$ cat src/rtl/hmat_colmult_engine.sv
// Complex matrix product engine P = H x A over write-loadable H/A register files.
// Signed fixed-point elements (DW bits, FW fractional), 2-stage complex multiplier,
// per-element accumulation, packed column-major P output with start/busy/done handshake.
// Optional build macro: HQA_SAT_EN (saturating reduction of the accumulator to DW bits).
module hmat_colmult_engine #(
  parameter int unsigned DW   = 16,
  parameter int unsigned FW   = 8,
  parameter int unsigned NR   = 4,
  parameter int unsigned NC   = 2,
  parameter int unsigned NCOL = 2,
  localparam int unsigned HN   = NR * NC,
  localparam int unsigned AN   = NC * NCOL,
  localparam int unsigned MAXN = (HN > AN) ? HN : AN,
  localparam int unsigned AW   = (MAXN > 1) ? $clog2(MAXN) : 1
) (
  input  logic                     clk,
  input  logic                     rst_n,
  input  logic                     wr_en,
  input  logic                     wr_sel,
  input  logic [AW-1:0]            wr_addr,
  input  logic [DW-1:0]            wr_data_r,
  input  logic [DW-1:0]            wr_data_i,
  output logic                     wr_err,
  input  logic                     start,
  output logic                     busy,
  output logic                     done,
  output logic [NCOL*NR*DW-1:0]    p_r,
  output logic [NCOL*NR*DW-1:0]    p_i
);

  localparam int unsigned HIW = (HN > 1) ? $clog2(HN) : 1;
  localparam int unsigned AIW = (AN > 1) ? $clog2(AN) : 1;
  localparam int unsigned KW  = (NC > 1) ? $clog2(NC) : 1;
  localparam int unsigned RW  = (NR > 1) ? $clog2(NR) : 1;
  localparam int unsigned CW  = (NCOL > 1) ? $clog2(NCOL) : 1;
  localparam int unsigned MW  = 2 * DW;
  localparam int unsigned PW  = 2 * DW + 1;
  localparam int unsigned ACW = DW + FW + $clog2(NC) + 2;
  localparam int unsigned PN  = NCOL * NR;

  typedef enum logic [1:0] {IDLE, RUN, DRAIN, DONE} state_t;

  state_t                 state;
  logic [KW-1:0]          k;
  logic [RW-1:0]          r;
  logic [CW-1:0]          c;
  logic                   dcnt;

  logic signed [DW-1:0]   h_r [HN];
  logic signed [DW-1:0]   h_i [HN];
  logic signed [DW-1:0]   a_r [AN];
  logic signed [DW-1:0]   a_i [AN];

  logic                   s1_v, s1_first, s1_last;
  logic [RW-1:0]          s1_r;
  logic [CW-1:0]          s1_c;
  logic signed [MW-1:0]   s1_rr, s1_ii, s1_ri, s1_ir;
  logic                   s2_v, s2_first, s2_last;
  logic [RW-1:0]          s2_r;
  logic [CW-1:0]          s2_c;
  logic signed [PW-1:0]   s2_pr, s2_pi;
  logic signed [ACW-1:0]  acc_r, acc_i;

  logic                   wr_ok_c;
  logic                   last_issue_c;
  logic [HIW-1:0]         hidx_c;
  logic [AIW-1:0]         aidx_c;
  logic [31:0]            pidx_c;
  logic signed [ACW-1:0]  acc_r_nx_c, acc_i_nx_c;

`ifdef HQA_SAT_EN
  localparam logic signed [ACW-1:0] SAT_MAX = {{(ACW-DW+1){1'b0}}, {(DW-1){1'b1}}};
  localparam logic signed [ACW-1:0] SAT_MIN = {{(ACW-DW+1){1'b1}}, {(DW-1){1'b0}}};
`endif

  // Reduce an accumulator value to one DW-bit P element
  function automatic logic [DW-1:0] reduce(input logic signed [ACW-1:0] v);
`ifdef HQA_SAT_EN
    if (v > SAT_MAX)      return DW'(SAT_MAX);
    else if (v < SAT_MIN) return DW'(SAT_MIN);
    else                  return DW'(v);
`else
    return DW'(v);
`endif
  endfunction

  // Write acceptance, issue addressing and accumulation next-values
  always_comb begin
    wr_ok_c      = 1'b0;
    if (wr_en && (state == IDLE || state == DONE))
      wr_ok_c = wr_sel ? (32'(wr_addr) < AN) : (32'(wr_addr) < HN);
    last_issue_c = (k == KW'(NC - 1)) && (r == RW'(NR - 1)) && (c == CW'(NCOL - 1));
    hidx_c       = HIW'(32'(r) * NR * 0 + 32'(r) * NC + 32'(k));
    aidx_c       = AIW'(32'(k) * NCOL + 32'(c));
    pidx_c       = 32'(s2_c) * NR + 32'(s2_r);
    acc_r_nx_c   = s2_first ? '0 : acc_r;
    acc_i_nx_c   = s2_first ? '0 : acc_i;
    acc_r_nx_c   = acc_r_nx_c + ACW'(s2_pr);
    acc_i_nx_c   = acc_i_nx_c + ACW'(s2_pi);
  end

  // Control FSM: issue counters, drain timing, busy/done handshake
  always_ff @(posedge clk or negedge rst_n) begin
    if (!rst_n) begin
      state <= IDLE;
      k     <= '0;
      r     <= '0;
      c     <= '0;
      dcnt  <= 1'b0;
      busy  <= 1'b0;
      done  <= 1'b0;
    end else begin
      done <= 1'b0;
      case (state)
        IDLE: begin
          if (start) begin
            state <= RUN;
            busy  <= 1'b1;
            k     <= '0;
            r     <= '0;
            c     <= '0;
          end
        end
        RUN: begin
          if (last_issue_c) begin
            state <= DRAIN;
            dcnt  <= 1'b0;
          end else if (k != KW'(NC - 1)) begin
            k <= k + KW'(1);
          end else begin
            k <= '0;
            if (r != RW'(NR - 1)) begin
              r <= r + RW'(1);
            end else begin
              r <= '0;
              c <= c + CW'(1);
            end
          end
        end
        DRAIN: begin
          if (dcnt) state <= DONE;
          else      dcnt  <= 1'b1;
        end
        DONE: begin
          state <= IDLE;
          busy  <= 1'b0;
          done  <= 1'b1;
        end
        default: state <= IDLE;
      endcase
    end
  end

  // H/A register files and write-reject flag
  always_ff @(posedge clk or negedge rst_n) begin
    if (!rst_n) begin
      for (int i = 0; i < int'(HN); i++) begin
        h_r[i] <= '0;
        h_i[i] <= '0;
      end
      for (int i = 0; i < int'(AN); i++) begin
        a_r[i] <= '0;
        a_i[i] <= '0;
      end
      wr_err <= 1'b0;
    end else begin
      wr_err <= wr_en && !wr_ok_c;
      if (wr_ok_c) begin
        if (wr_sel) begin
          a_r[AIW'(wr_addr)] <= wr_data_r;
          a_i[AIW'(wr_addr)] <= wr_data_i;
        end else begin
          h_r[HIW'(wr_addr)] <= wr_data_r;
          h_i[HIW'(wr_addr)] <= wr_data_i;
        end
      end
    end
  end

  // Complex multiplier (products, then combine and scale) and accumulator into P
  always_ff @(posedge clk or negedge rst_n) begin
    if (!rst_n) begin
      s1_v     <= 1'b0;
      s1_first <= 1'b0;
      s1_last  <= 1'b0;
      s1_r     <= '0;
      s1_c     <= '0;
      s1_rr    <= '0;
      s1_ii    <= '0;
      s1_ri    <= '0;
      s1_ir    <= '0;
      s2_v     <= 1'b0;
      s2_first <= 1'b0;
      s2_last  <= 1'b0;
      s2_r     <= '0;
      s2_c     <= '0;
      s2_pr    <= '0;
      s2_pi    <= '0;
      acc_r    <= '0;
      acc_i    <= '0;
      p_r      <= '0;
      p_i      <= '0;
    end else begin
      s1_v     <= (state == RUN);
      s1_first <= (k == '0);
      s1_last  <= (k == KW'(NC - 1));
      s1_r     <= r;
      s1_c     <= c;
      s1_rr    <= MW'(h_r[hidx_c]) * MW'(a_r[aidx_c]);
      s1_ii    <= MW'(h_i[hidx_c]) * MW'(a_i[aidx_c]);
      s1_ri    <= MW'(h_r[hidx_c]) * MW'(a_i[aidx_c]);
      s1_ir    <= MW'(h_i[hidx_c]) * MW'(a_r[aidx_c]);
      s2_v     <= s1_v;
      s2_first <= s1_first;
      s2_last  <= s1_last;
      s2_r     <= s1_r;
      s2_c     <= s1_c;
      s2_pr    <= (PW'(s1_rr) - PW'(s1_ii)) >>> FW;
      s2_pi    <= (PW'(s1_ri) + PW'(s1_ir)) >>> FW;
      if (s2_v) begin
        acc_r <= acc_r_nx_c;
        acc_i <= acc_i_nx_c;
      end
      for (int e = 0; e < int'(PN); e++) begin
        if (s2_v && s2_last && pidx_c == 32'(e)) begin
          p_r[e*DW +: DW] <= reduce(acc_r_nx_c);
          p_i[e*DW +: DW] <= reduce(acc_i_nx_c);
        end
      end
    end
  end

endmodule

$ cat config.mk
export PLATFORM = sky130hd
export DESIGN_NAME = hmat_colmult_engine
export DESIGN_NICKNAME = d
export VERILOG_FILES = /design/src/rtl/hmat_colmult_engine.sv
export SDC_FILE = /design/constraint.sdc
export NUM_CORES = 2
export LEC_CHECK = 0
export CORE_ASPECT_RATIO = 2
export CORE_UTILIZATION = 57
export DETAILED_ROUTE_END_ITERATION = 7
export PLACE_DENSITY = 0.86
export SYNTH_ARGS = -nofsm -noshare
export SYNTH_HDL_FRONTEND = slang
export SYNTH_SLANG_ARGS = --single-unit
$ cat constraint.sdc
create_clock -name clk -period 17.72 [get_ports clk]
set_clock_uncertainty 0.1 [all_clocks]
set_input_delay 1.772 -clock clk [delete_from_list [all_inputs] [get_ports clk]]
set_output_delay 1.772 -clock clk [all_outputs]
set_load 0.02 [all_outputs]
; Word-level counts from Yosys, hierarchy flattened
; Cells that the tools add are included.
[word_totals]
wordCells = 187
reg_bits = 894
output_inout_bits = 259
[classes]
bitwise_logic = 6
reduce_logical = 30
mux = 46
n_mul = 4
add_sub_neg = 10
eq_ne = 18
n_lt_le_gt_ge = 7
[ops]
columns = op, count
row1 = 128-bit bitwise mux, 2
row2 = 16-bit 2-to-1 mux, 10
row3 = 64-bit bitwise mux, 2
row4 = 16-bit by 16-bit multiplier with 32-bit output, 4
row5 = 16-bit binary-select mux with 3-bit select, 2
row6 = 16-bit binary-select mux with 2-bit select, 2
row7 = 27-bit by 25-bit adder with 27-bit output, 2
row8 = 27-bit 2-to-1 mux, 2
row9 = 16-bit demux with 3-bit select, 1
row10 = 32-bit by 32-bit adder with 33-bit output, 1
row11 = 32-bit by 32-bit subtractor with 33-bit output, 1
row12 = 16-bit demux with 2-bit select, 1
row13 = 32-bit zero test, 1
row14 = 4-bit by 3-bit == test with 1-bit output (second input constant), 4
row15 = 1-bit logical AND, 15
row16 = 2-bit 2-to-1 mux, 7
row17 = 2-bit != test (second input constant), 7
row18 = 1-bit 2-to-1 mux, 11
row19 = 4-bit by 2-bit == test with 1-bit output (second input constant), 2
row20 = 4-bit >= comparator (second input constant), 2
row21 = 3-bit inverter with 4-bit output, 2
row22 = 1-bit one-hot mux with 2 select lines, 4
row23 = 2-bit one-hot mux with 4 select lines, 1
row24 = 2-bit AND reduction, 4
row25 = 22 further kinds, 31

; Logic depth before layout (Yosys ltp)
[logic_depth]
depth_word = 6
ltp_mapped = 33
mapped_depth_nobuf = 26

; Worst setup path after synthesis
; Ideal clock, no wire load.
[synth_path]
path_type = reg-to-reg
from = register k
to = register s1_ii[23]
path_stages_with_launch = 30
setup_slack_ns = 10.179
t_required_ns = 17.492
arrival_time_ns = 7.312
period_less_slack_ns = 7.541
n_path_buf = 5
cell_sequence = dfrtp_1 buf_4 buf_4 buf_2 buf_2 mux4_2 nand2_1 and2_1 clkbuf_1 nor2_1 fa_1 inv_1 fa_1 fa_1 fa_1 inv_1 fa_1 inv_1 fa_1 inv_1 ha_1 a21o_1 a21o_1 a2111oi_0 o31ai_1 a31oi_1 nor2b_1 o21bai_1 a311oi_1 xnor2_1
[synth_via]
elab_chain_len = 6
[synth_lines]
columns = item, line_no
row1 = from (decl), 44  ; logic [KW-1:0] k;
row2 = from (signal assigned), 129  ; k <= k + KW'(1);
row3 = 3-bit by 1-bit adder with 3-bit output / 2-bit by 1-bit adder with 2-bit output (equally long branches), "93, 94"
row4 = 3-bit inverter with 4-bit output (not written as such) / 2-bit inverter with 3-bit output (equally long branches), 210  ; s1_ii <= MW'(h_i[hidx_c]) * MW'(a_i[aidx_c]);
row5 = 16-bit binary-select mux with 3-bit select / 16-bit binary-select mux with 2-bit select (equally long branches), 210
row6 = 16-bit 2-to-1 mux (not written as such) (2 in series), 210
row7 = 16-bit by 16-bit multiplier with 32-bit output (*), 210
row8 = to (signal assigned), 210
row9 = to (decl), 57  ; logic signed [MW-1:0] s1_rr, s1_ii, s1_ri, s1_ir;
; Every way passes the cells marked *; elsewhere a longest branch is shown, timed or not. The select of a mux whose other input is x is not followed.
; A chain may end at the register's enable or synchronous reset.

; Worst setup path after layout
; Ends and elaborated chain as after synthesis.

==> impl_metrics.tcl <==
set metrics [dict create \
    status "completed" \
    syn_area_sq_mm 0.0645 \
    setup_viol_count_final 0 \
    start_util 0.575 \
    end_kind "flop" \
    clockRootBuffer "clkbuf_16" \
    worstPathRequired_ns 18.18 \
    period_share 0.530 \
    postCtsHoldBufs 0 \
    fin_cells 7896 \
    portBuffers 298 \
    crit_family "adder cells" \
    fill_cells 8411 \
    final_layout_size_suffix_gt1_frac 0.138 \
    core_area_sq_mm 0.112 \
    routabilityCongestion 0.991 \
    ys_seq_area_frac 0.319 \
    grt_pass1_wl_um 296000 \
    cts_resized 0 \
    totalWireLength_um 193000 \
    async_flop_share 1.00 \
    yosysWarnings 0 \
    max_cap_viol_count 0 \
    drc 0 \
    clk_latency_ns 0.71 \
    finalSetupTns_ns 0 \
    slew_violations 0 \
    postSynthCellCount 6169 \
    cts_tree "yes" \
    hold_violations 0 \
    rows 174 \
    grtUsageTotal 0.350 \
    clk_pin_slew_ns 0.08 \
    hpwl_um 140000 \
    syn_to_final_growth_pct 11.0 \
    critical_path.most_common_cell "fa_1" \
    grt_start_max_net_pins 189 \
    layout_commonest_cell "inv_1" \
    cts-buffers-inserted 74 \
    drt-initial-drc-count 3676 \
    seqCellArea_sq_mm 0.0206 \
    finalCriticalPeriod_ns 9.39 \
    clock_sinks 822 \
    ant_nets 0 \
    hold_ws_ns 0.323 \
    hold_path_class "flop to flop" \
    dr.pass1.iters 7 \
    slew_headroom 0.0319 \
    grt_pass1_vias 51300 \
    worst_pin_slew_ns 1.44 \
    fp.dieH_um 478 \
    vias 46900 \
    crit_buf_inv 5 \
    setup_slack_ns 8.33 \
    nets 7496 \
    mostFrequentLayoutCells "inv_1 (1032), dfrtp_1 (818), fa_1 (750)" \
    wl_per_cell_um 24.4 \
    antenna_found_initial 10 \
    synth-edff-count 0 \
    rsz0062_at_grt "false" \
    viasPerCell 5.94 \
    synth_cell_type_count 75 \
    dieWidth_um 240 \
    critPathLaunchType "flop" \
    dpl.cell_count 7755 \
    die-area_sq_mm 0.115 \
    pre_cts_slack_ns 8.53 \
    fmax_mhz 106 \
    synth_seq_cells 822 \
    htreeDepth 3 \
    post-cts-setup-buffers 0 \
    io_pins 299 \
    critPathKind "flop to flop" \
    syn-num-nets 7330 \
    cpPeakStageDelay_ns 0.90 \
    clock_path_buffers 3 \
    grt_overflow 0 \
    syn_area_per_cell_sq_um 10.5 \
    crit_fanout 50 \
    multi_input_area_sq_mm 0.0390 \
    yosys_most_used_dff "dfrtp_1" \
    slowest_stage "nor2b_1" \
    cp_data_arrival_time_ns 9.86 \
]
worst paths after layout:
kind | from | end | slack [ns] | cells past startpoint
min reg2reg | s1_first$_DFF_PN0_ | s2_first$_DFF_PN0_ | 0.32 | 0
min in group asynchronous | rst_n | p_r[49]$_DFFE_PN0P_ | 0.98 | 1
max in group asynchronous | rst_n | c$_DFFE_PN0P_ | 13.24 | 4
max | k$_DFFE_PN0P_ | s1_ii[23]$_DFF_PN0_ | 8.33 | 25
min | s1_first$_DFF_PN0_ | s2_first$_DFF_PN0_ | 0.32 | 0
max reg2reg | k$_DFFE_PN0P_ | s1_ii[23]$_DFF_PN0_ | 8.33 | 25
flip-flops by register name, summed over array words and instances (netlist names), 24 cells and up:
register and flops:
h_i 128, h_r 128, p_i 128, p_r 128, a_i 64, a_r 64
s1_ii 24, s1_ir 24, s1_ri 24, s1_rr 24
per-stage QoR:
stage	util	cell area, sq um
after global routing	0.638	71600
after global placement	0.615	69000
after floorplan	-	64500
after CTS	0.638	71600
final	0.638	71600
after detailed placement	0.615	69000
worst register-to-register path: cells and delay by family (launching register included):
family / cells / cell delay, ns
flops: 1 / 0.52
buf+inv: 5 / 1.55
simple gates: 3 / 1.21
xor+xnor: 1 / 0.14
compound gates: 9 / 2.42
fa+ha+maj: 7 / 3.34
per-layer routing:
metal,vias to the layer above,GRT usage,routed length (um)
li1,19600,-,-
met1,23500,0.332,55900
met2,2573,0.592,95600
met3,1167,0.0899,16800
met4,8,0.355,24200
met5,-,0,56
cell usage after synthesis, types with 17 or more instances:
master    count  share of area
inv_1      1032          0.060
dfrtp_1     822           0.32
fa_1        750           0.23
nand2_1     743          0.043
mux2_2      543          0.095
nor2_1      531          0.031
ha_1        371          0.072
clkbuf_1    228          0.013
o21ai_0     179          0.014
xnor2_1     166          0.023
a21oi_1      90         0.0070
nor2b_1      74         0.0072
mux2i_1      60         0.0093
mux4_2       52          0.018
xor2_1       45         0.0061
buf_1        40         0.0023
a21o_1       37         0.0043
nand2b_1     37         0.0036
nor3_1       37         0.0029
o21a_1       37         0.0043
and2_1       34         0.0033
o21ai_1      28         0.0022
buf_2        25         0.0019
nand3_1      25         0.0019
a211oi_1     17         0.0020
area by class of cell:
class / instances / share of cell area
multi-input combinational: 4008 / 0.544
sequential: 822 / 0.287
inverter: 1032 / 0.0541
timing repair buffer: 397 / 0.0523
clock buffer: 96 / 0.0287
tap: 1496 / 0.0261
clock inverter: 39 / 0.00732
antenna: 6 / 0.000210
cell families (layout without fill, tap and decap cells):
group,after synthesis,after routing,synth area share
xor gates and xnor gates,212,212,0.0289
AOI/OAI and AO/OA,490,490,0.0480
adders and majority gates,1121,1121,0.305
buffers and inverters,1339,1564,0.0794
muxes,655,655,0.122
DFF,822,822,0.319
other,0,6,0
and+or+nand+nor,1530,1530,0.0982
Power is left out: the tool's default activity adds up to more than one toggle a clock period on the data nets, which glitch-free logic cannot reach.
